==> src/rtl/jtdsp16_pkg.sv <==
// jtdsp16_pkg: shared interrupt-controller state encoding and XAAU vector constants
package jtdsp16_pkg;
  localparam logic [1:0] ST_RUN = 2'd0;
  localparam logic [1:0] ST_ISR = 2'd1;
  localparam logic [1:0] ST_GUARD = 2'd2;
  localparam logic [15:0] IRQ_VECTOR = 16'd0;
  localparam logic [15:0] TRAP_VECTOR = 16'd1;
endpackage

==> src/rtl/jtdsp16_irq_sync.sv <==
// jtdsp16_irq_sync: IRQ pin synchroniser with rising-edge or level request output
module jtdsp16_irq_sync #(
  parameter int SYNC_STAGES = 2,
  parameter bit EDGE_MODE = 1'b1
) (
  input  logic rst,
  input  logic clk,
  input  logic irq_pin,
  output logic set_pend
);
  logic [SYNC_STAGES-1:0] s;
  logic prev;
  // free-running on every clk so short pulses between cen cycles are not lost
  always_ff @(posedge clk or posedge rst) begin
    if (rst) begin
      s <= '0;
      prev <= 1'b0;
    end else begin
      s <= {s[SYNC_STAGES-2:0], irq_pin};
      prev <= s[SYNC_STAGES-1];
    end
  end
  assign set_pend = EDGE_MODE ? s[SYNC_STAGES-1] & ~prev : s[SYNC_STAGES-1];
endmodule

==> src/rtl/jtdsp16_irq_ctrl.sv <==
// jtdsp16_irq_ctrl: IRQ/trap sequencer driving XAAU vector forcing and PI shadowing
module jtdsp16_irq_ctrl
  import jtdsp16_pkg::*;
#(
  parameter int SYNC_STAGES = 2,
  parameter bit EDGE_MODE = 1'b1
) (
  input  logic rst,
  input  logic clk,
  input  logic cen,
  input  logic irq_pin,
  input  logic irq_en,
  input  logic no_int,
  input  logic pc_halt,
  input  logic iret_dec,
  input  logic trap_dec,
  output logic ext_irq,
  output logic icall,
  output logic shadow,
  output logic iack,
  output logic irq_pend
);
  logic [1:0] state;
  logic set_pend;
  logic in_run;
  jtdsp16_irq_sync #(
    .SYNC_STAGES(SYNC_STAGES),
    .EDGE_MODE(EDGE_MODE)
  ) u_sync (
    .rst(rst),
    .clk(clk),
    .irq_pin(irq_pin),
    .set_pend(set_pend)
  );
  assign in_run = state == ST_RUN;
  assign icall = cen & trap_dec & in_run;
  assign ext_irq = cen & in_run & irq_pend & irq_en & ~no_int & ~pc_halt & ~trap_dec;
  assign shadow = state != ST_ISR;
  assign iack = state == ST_ISR;
  // pending request: a new edge beats the clear so an edge landing on the accept cycle is kept
  always_ff @(posedge clk or posedge rst) begin
    if (rst) irq_pend <= 1'b0;
    else irq_pend <= EDGE_MODE ? set_pend | (irq_pend & ~ext_irq) : set_pend;
  end
  // RUN -> ISR on accept, ISR -> GUARD on ireturn, GUARD lets one instruction through
  always_ff @(posedge clk or posedge rst) begin
    if (rst) state <= ST_RUN;
    else if (cen)
      state <= in_run ? ((ext_irq | icall) ? ST_ISR : ST_RUN) :
               state == ST_ISR ? (iret_dec ? ST_GUARD : ST_ISR) : ST_RUN;
  end
endmodule

==> config.mk <==
export PLATFORM = sky130hd
export DESIGN_NAME = jtdsp16_irq_ctrl
export DESIGN_NICKNAME = d
export VERILOG_FILES = /design/src/rtl/jtdsp16_pkg.sv /design/src/rtl/jtdsp16_irq_sync.sv /design/src/rtl/jtdsp16_irq_ctrl.sv
export SDC_FILE = /design/constraint.sdc
export NUM_CORES = 1
export LEC_CHECK = 0
export ABC_AREA = 1
export CORE_AREA = 2 2 39 41
export DETAILED_ROUTE_END_ITERATION = 6
export DIE_AREA = 0 0 41 43
export PLACE_DENSITY = 0.54
export SLEW_MARGIN = 40
export SYNTH_ARGS = -nofsm -noshare
export SYNTH_HDL_FRONTEND = slang
export SYNTH_SLANG_ARGS = --single-unit
==> constraint.sdc <==
create_clock -name clk -period 1 [get_ports clk]
set_input_delay 0.1 -clock clk [delete_from_list [all_inputs] [get_ports clk]]
set_output_delay 0.1 -clock clk [all_outputs]
set_load 0.05 [all_outputs]
Word level (Yosys, flattened, before mapping)

Cells that the tools add are included.
Widths: inputs -> output; s select.

Logic and storage cells: 28
Register bits after elaboration: 6
Output and inout bits: 5

Reduce and logical (&&, ||, !) cells: 1
Bitwise operators: 17
Equality and inequality tests: 2
Multiplexer cells: 4

Operators by type and width:

| kind               | number |
|---|---|
| $and 1x1->1        | 10 |
| $mux 2             | 3 |
| $not 1->1          | 5 |
| $eq 2x1->1 const B | 1 |
| $logic_not 2->1    | 1 |
| $ne 2x1->1 const B | 1 |
| $or 1x1->1         | 2 |
| $mux 1             | 1 |

Longest topological paths before layout

Depth in word-level cells: 10
Depth in mapped cells: 6
Mapped depth without buffers: 6

By module

Synthesis repeated with hierarchy kept, for this count alone.

Cell total of the unflattened synthesis: 36
Area total of the unflattened synthesis: 286.5 um^2

Modules (own cells, without submodules):

| module           | instances | cells each | sequential area each (um^2) | area an instance (um^2) |
|---|---|---|---|---|
| jtdsp16_irq_ctrl | 1         | 30         | 75.1                        | 197.7 |
| jtdsp16_irq_sync | 1         | 6          | 75.1                        | 88.8 |

Worst setup path after synthesis

Ideal clock, no wire load.

Path kind: register to output
From: register state[0]
To: output port shadow
Data arrival time: 1.270 ns
Required time: 0.900 ns
Path buffers: 0
Setup slack: -0.370 ns
Stages on the path, launching flop included: 4
Cells stage by stage: dfrtp_1 inv_1 nor2_2 inv_1

Word-level cells in the longest chain between the ends: 1

RTL lines:

| what                     | line                   | text |
|---|---|---|
| start: declaration       | jtdsp16_irq_ctrl.sv:23 | `logic [1:0] state;` |
| start signal: assignment | jtdsp16_irq_ctrl.sv:49 | `state <= in_run ? ((ext_irq \| icall) ? ST_ISR : ST_RUN) :` |
| $ne 2x1->1               | jtdsp16_irq_ctrl.sv:38 | `assign shadow = state != ST_ISR;` |
| end: declaration         | jtdsp16_irq_ctrl.sv:19 | `output logic shadow,` |

No other way between the ends.

Worst setup path in the final report

From: register state[1]
To: output port ext_irq

Word-level cells in the longest chain between the ends: 7

RTL lines:

| what                     | line                   | text |
|---|---|---|
| $logic_not 2->1          | jtdsp16_irq_ctrl.sv:35 | `assign in_run = state == ST_RUN;` |
| $and 1x1->1 (6 in a row) | jtdsp16_irq_ctrl.sv:37 | `assign ext_irq = cen & in_run & irq_pend & irq_en & ~no_int & ~pc_halt & ~trap_dec;` |
| end: declaration         | jtdsp16_irq_ctrl.sv:17 | `output logic ext_irq,` |

No other way between the ends.

==> impl_metrics.py <==
metrics = {
    "global_route": {
        "grt_usage": 0.0973,
        "grt_overflow": 0,
        "grt_pass1_wl_microns": 1080,
        "antenna_found_initial": 0,
        "grt_pass1_vias": 265,
        "grt_max_degree": 7,
    },
    "worst_setup_path": {
        "reg2reg_to": "state[0]",
        "crit_arrival_ps": 1160,
        "rrSetupSlack_ps": -190,
        "path_class": "flop to output port",
        "cp_top_family": "flip-flops",
        "cp_num_cells": 6,
        "crit_path_max_incr_delay_ps": 380,
        "cp-startpoint": "state[1]",
        "path_buf_inv": 3,
        "cp.required_ps": 900,
        "startpoint_type": "flop",
        "crit_chain": "inv_2 > nand2_2 > nor2_2 > nand3_2 > clkinvlp_4 > buf_12",
        "crit_fanout": 2,
        "endpoint_kind": "output port",
        "ff2ff_path_depth": 8,
        "crit_path_end": "ext_irq",
        "cpMaxStageDelayCell": "dfrtp_1",
        "r2r-start": "state[1]",
    },
    "final_layout": {
        "synthToLayoutAreaGrowth_pct": 115,
        "antennaDiodeCount": 0,
        "nFillCells": 144,
        "multi_input_area_sq_um": 111,
        "utilization": 0.430,
        "drive_gt1_frac": 0.517,
        "finalNetCount": 70,
        "stdcell_area_sq_um": 596,
        "seqCellArea_sq_um": 153,
    },
    "synth": {
        "syn_nets": 43,
        "synth_seq_cells": 6,
        "ys_seq_area_frac": 0.543,
        "synth_edf_count": 0,
        "synth_area_sq_um": 277,
        "ys_async_sr_fraction": 1.00,
        "synth_common_cells": "nand2_1, inv_1, dfrtp_1",
        "yosysTopAreaCell": "dfrtp_1",
        "synth_cell_types": 10,
        "synth.avg_cell_area_sq_um": 8.13,
        "synth.top_cell.area_share": 0.543,
        "syn_inst": 34,
        "yosysMostFrequentCell": "nand2_1",
        "yosys-top-cells-area": "dfrtp_1, nand2_1, inv_1",
        "synth_top_flop_cell": "dfrtp_1",
        "ys_warn_count": 0,
    },
    "clocking": {
        "tritoncts.num_buffers": 3,
        "numClockSinks": 6,
        "htreeDepth": 1,
        "clk_path_buf_depth": 2,
        "insertion_delay_ps": 250,
        "cts-root-buf": "clkbuf_4",
        "cts_tree": "built",
        "clk_pin_slew_ps": 50,
    },
    "run_status": {
        "outcome": "finished with violations",
        "violations": "setup timing",
    },
    "route": {
        "dr.pass1.iters": 1,
        "drt-total-wl_microns": 663,
        "antenna_left": 0,
        "vias_per_cell": 3.82,
        "remaining_drc_errors": 0,
        "wl_per_cell_microns": 8.72,
        "drt_iter0_drc": 0,
        "vias": 290,
    },
    "timing": {
        "hold_viol_final": 0,
        "fin_crit_ps": 1260,
        "worst_slew_margin_rel": 0.855,
        "finalWorstSetupSlack_ps": -256,
        "rsz0062_at_grt": "true",
        "fin_worst_skew_ps": 12.1,
        "worst_slew_pin_slew_ps": 217,
        "maxSlewViolCount": 0,
        "timing.fmax_ghz": 0.796,
        "period_share": 1.26,
        "setup_viol_count_final": 7,
    },
    "die": {
        "die_y_microns": 43,
        "fp-row-count": 14,
        "die-area_sq_mm": 0.00176,
        "die_width_microns": 41,
        "ioPinCount": 14,
        "core_sq_mm": 0.00138,
        "start_util": 0.200,
    },
    "placement": {
        "routabilityCongestion": 0.698,
        "placed_cell_area_sq_um": 524,
        "dp_hpwl_microns": 435,
        "pre_cts_ws_ps": -192,
        "port_buffers": 13,
    },
    "power": {
        "vdd_drop_max_uv": 676,
        "p_per_area_mw_per_mm2": 1530,
        "power.leakage_nw": 0.285,
    },
    "flow_run": {
        "cap_violations": 0,
    },
    "min_path": {
        "hold_path.class": "primary input to asynchronous set/reset pin",
    },
}
==> logic make-up after synthesis <==
group / after synthesis / synth area share
flops: 6 / 0.543
buf+inv: 8 / 0.109
compound gates: 1 / 0.0181
simple gates: 19 / 0.330
==> registers in the layout, summed over array words and instances, names as in the netlist <==
register,flops
irq_pend,1
state,2
u_sync.prev,1
u_sync.s,2
==> what timing repair did <==
item | 4_1_cts | 5_1_grt
setup buffers | 3 | 1
gates resized for setup | 7 | 3
gates cloned | 0 | 0
hold buffers | 0 | 0
pin swaps | 2 | 0
setup endpoints to repair | 5 | 7
==> area by class of cell <==
| cell class | instances | area share |
|---|---|---|
| clock buffer | 4 | 0.0441 |
| inverter | 8 | 0.0567 |
| sequential | 6 | 0.256 |
| multi-input combinational | 20 | 0.187 |
| timing repair buffer | 22 | 0.422 |
| tap | 16 | 0.0336 |
==> power breakdown <==
| group | leakage [nW] | internal, mW | switching (mW) |
|---|---|---|---|
| clock | 0.0150 | 0.152 | 0.0939 |
| sequential | 0.0687 | 0.267 | 0.0199 |
| combinational | 0.201 | 0.191 | 0.190 |
==> how the worst min path moves through the flow <==
stage                     slack (ps)  start  cells past startpoint           to
after floorplan                 -110    rst                      1     state[0]
after global placement           320    rst                      2     state[1]
after detailed placement         330    rst                      2  u_sync.s[0]
after CTS                         50    rst                      2  u_sync.prev
after global routing             100    rst                      2  u_sync.prev
final                             50    rst                      2  u_sync.prev
==> placed cells by master, fill, tap and decap left out <==
master           instances
clkdlybuf4s50_1          8
buf_4                    8
nand2_1                  7
buf_12                   5
inv_2                    4
dfrtp_1                  4
nor2_2                   3
inv_1                    3
clkbuf_4                 3
nand3_1                  2
nand2_2                  2
dfrtp_2                  2
nor2_4                   1
o21ai_0                  1
nor2_1                   1
nand3_2                  1
clkinvlp_4               1
nand3b_1                 1
or2_1                    1
clkbuf_1                 1
buf_6                    1
==> through the flow <==
| step | hold slack [ps] | power, mW | TNS, ps | instances |
|---|---|---|---|---|
| final | 51.3 | 0.914 | -1190 | 76 |
| after global routing | 95.8 | 0.961 | -1600 | 76 |
| after CTS | 52.7 | 0.918 | -1100 | 75 |
| after detailed placement | 326 | 0.633 | -534 | 68 |
| after global placement | 324 | 0.631 | -511 | 68 |
| after floorplan | -109 | 0.449 | -302 | 34 |
==> per-layer routing <==
metal	vias to the layer above	routed length, microns	GRT usage
li1	150	-	-
met1	131	257	0.103
met2	9	358	0.147
met3	0	47	0.0628
met4	0	0	0.0400
met5	-	0	0
Power figures use the tool's default switching activity.
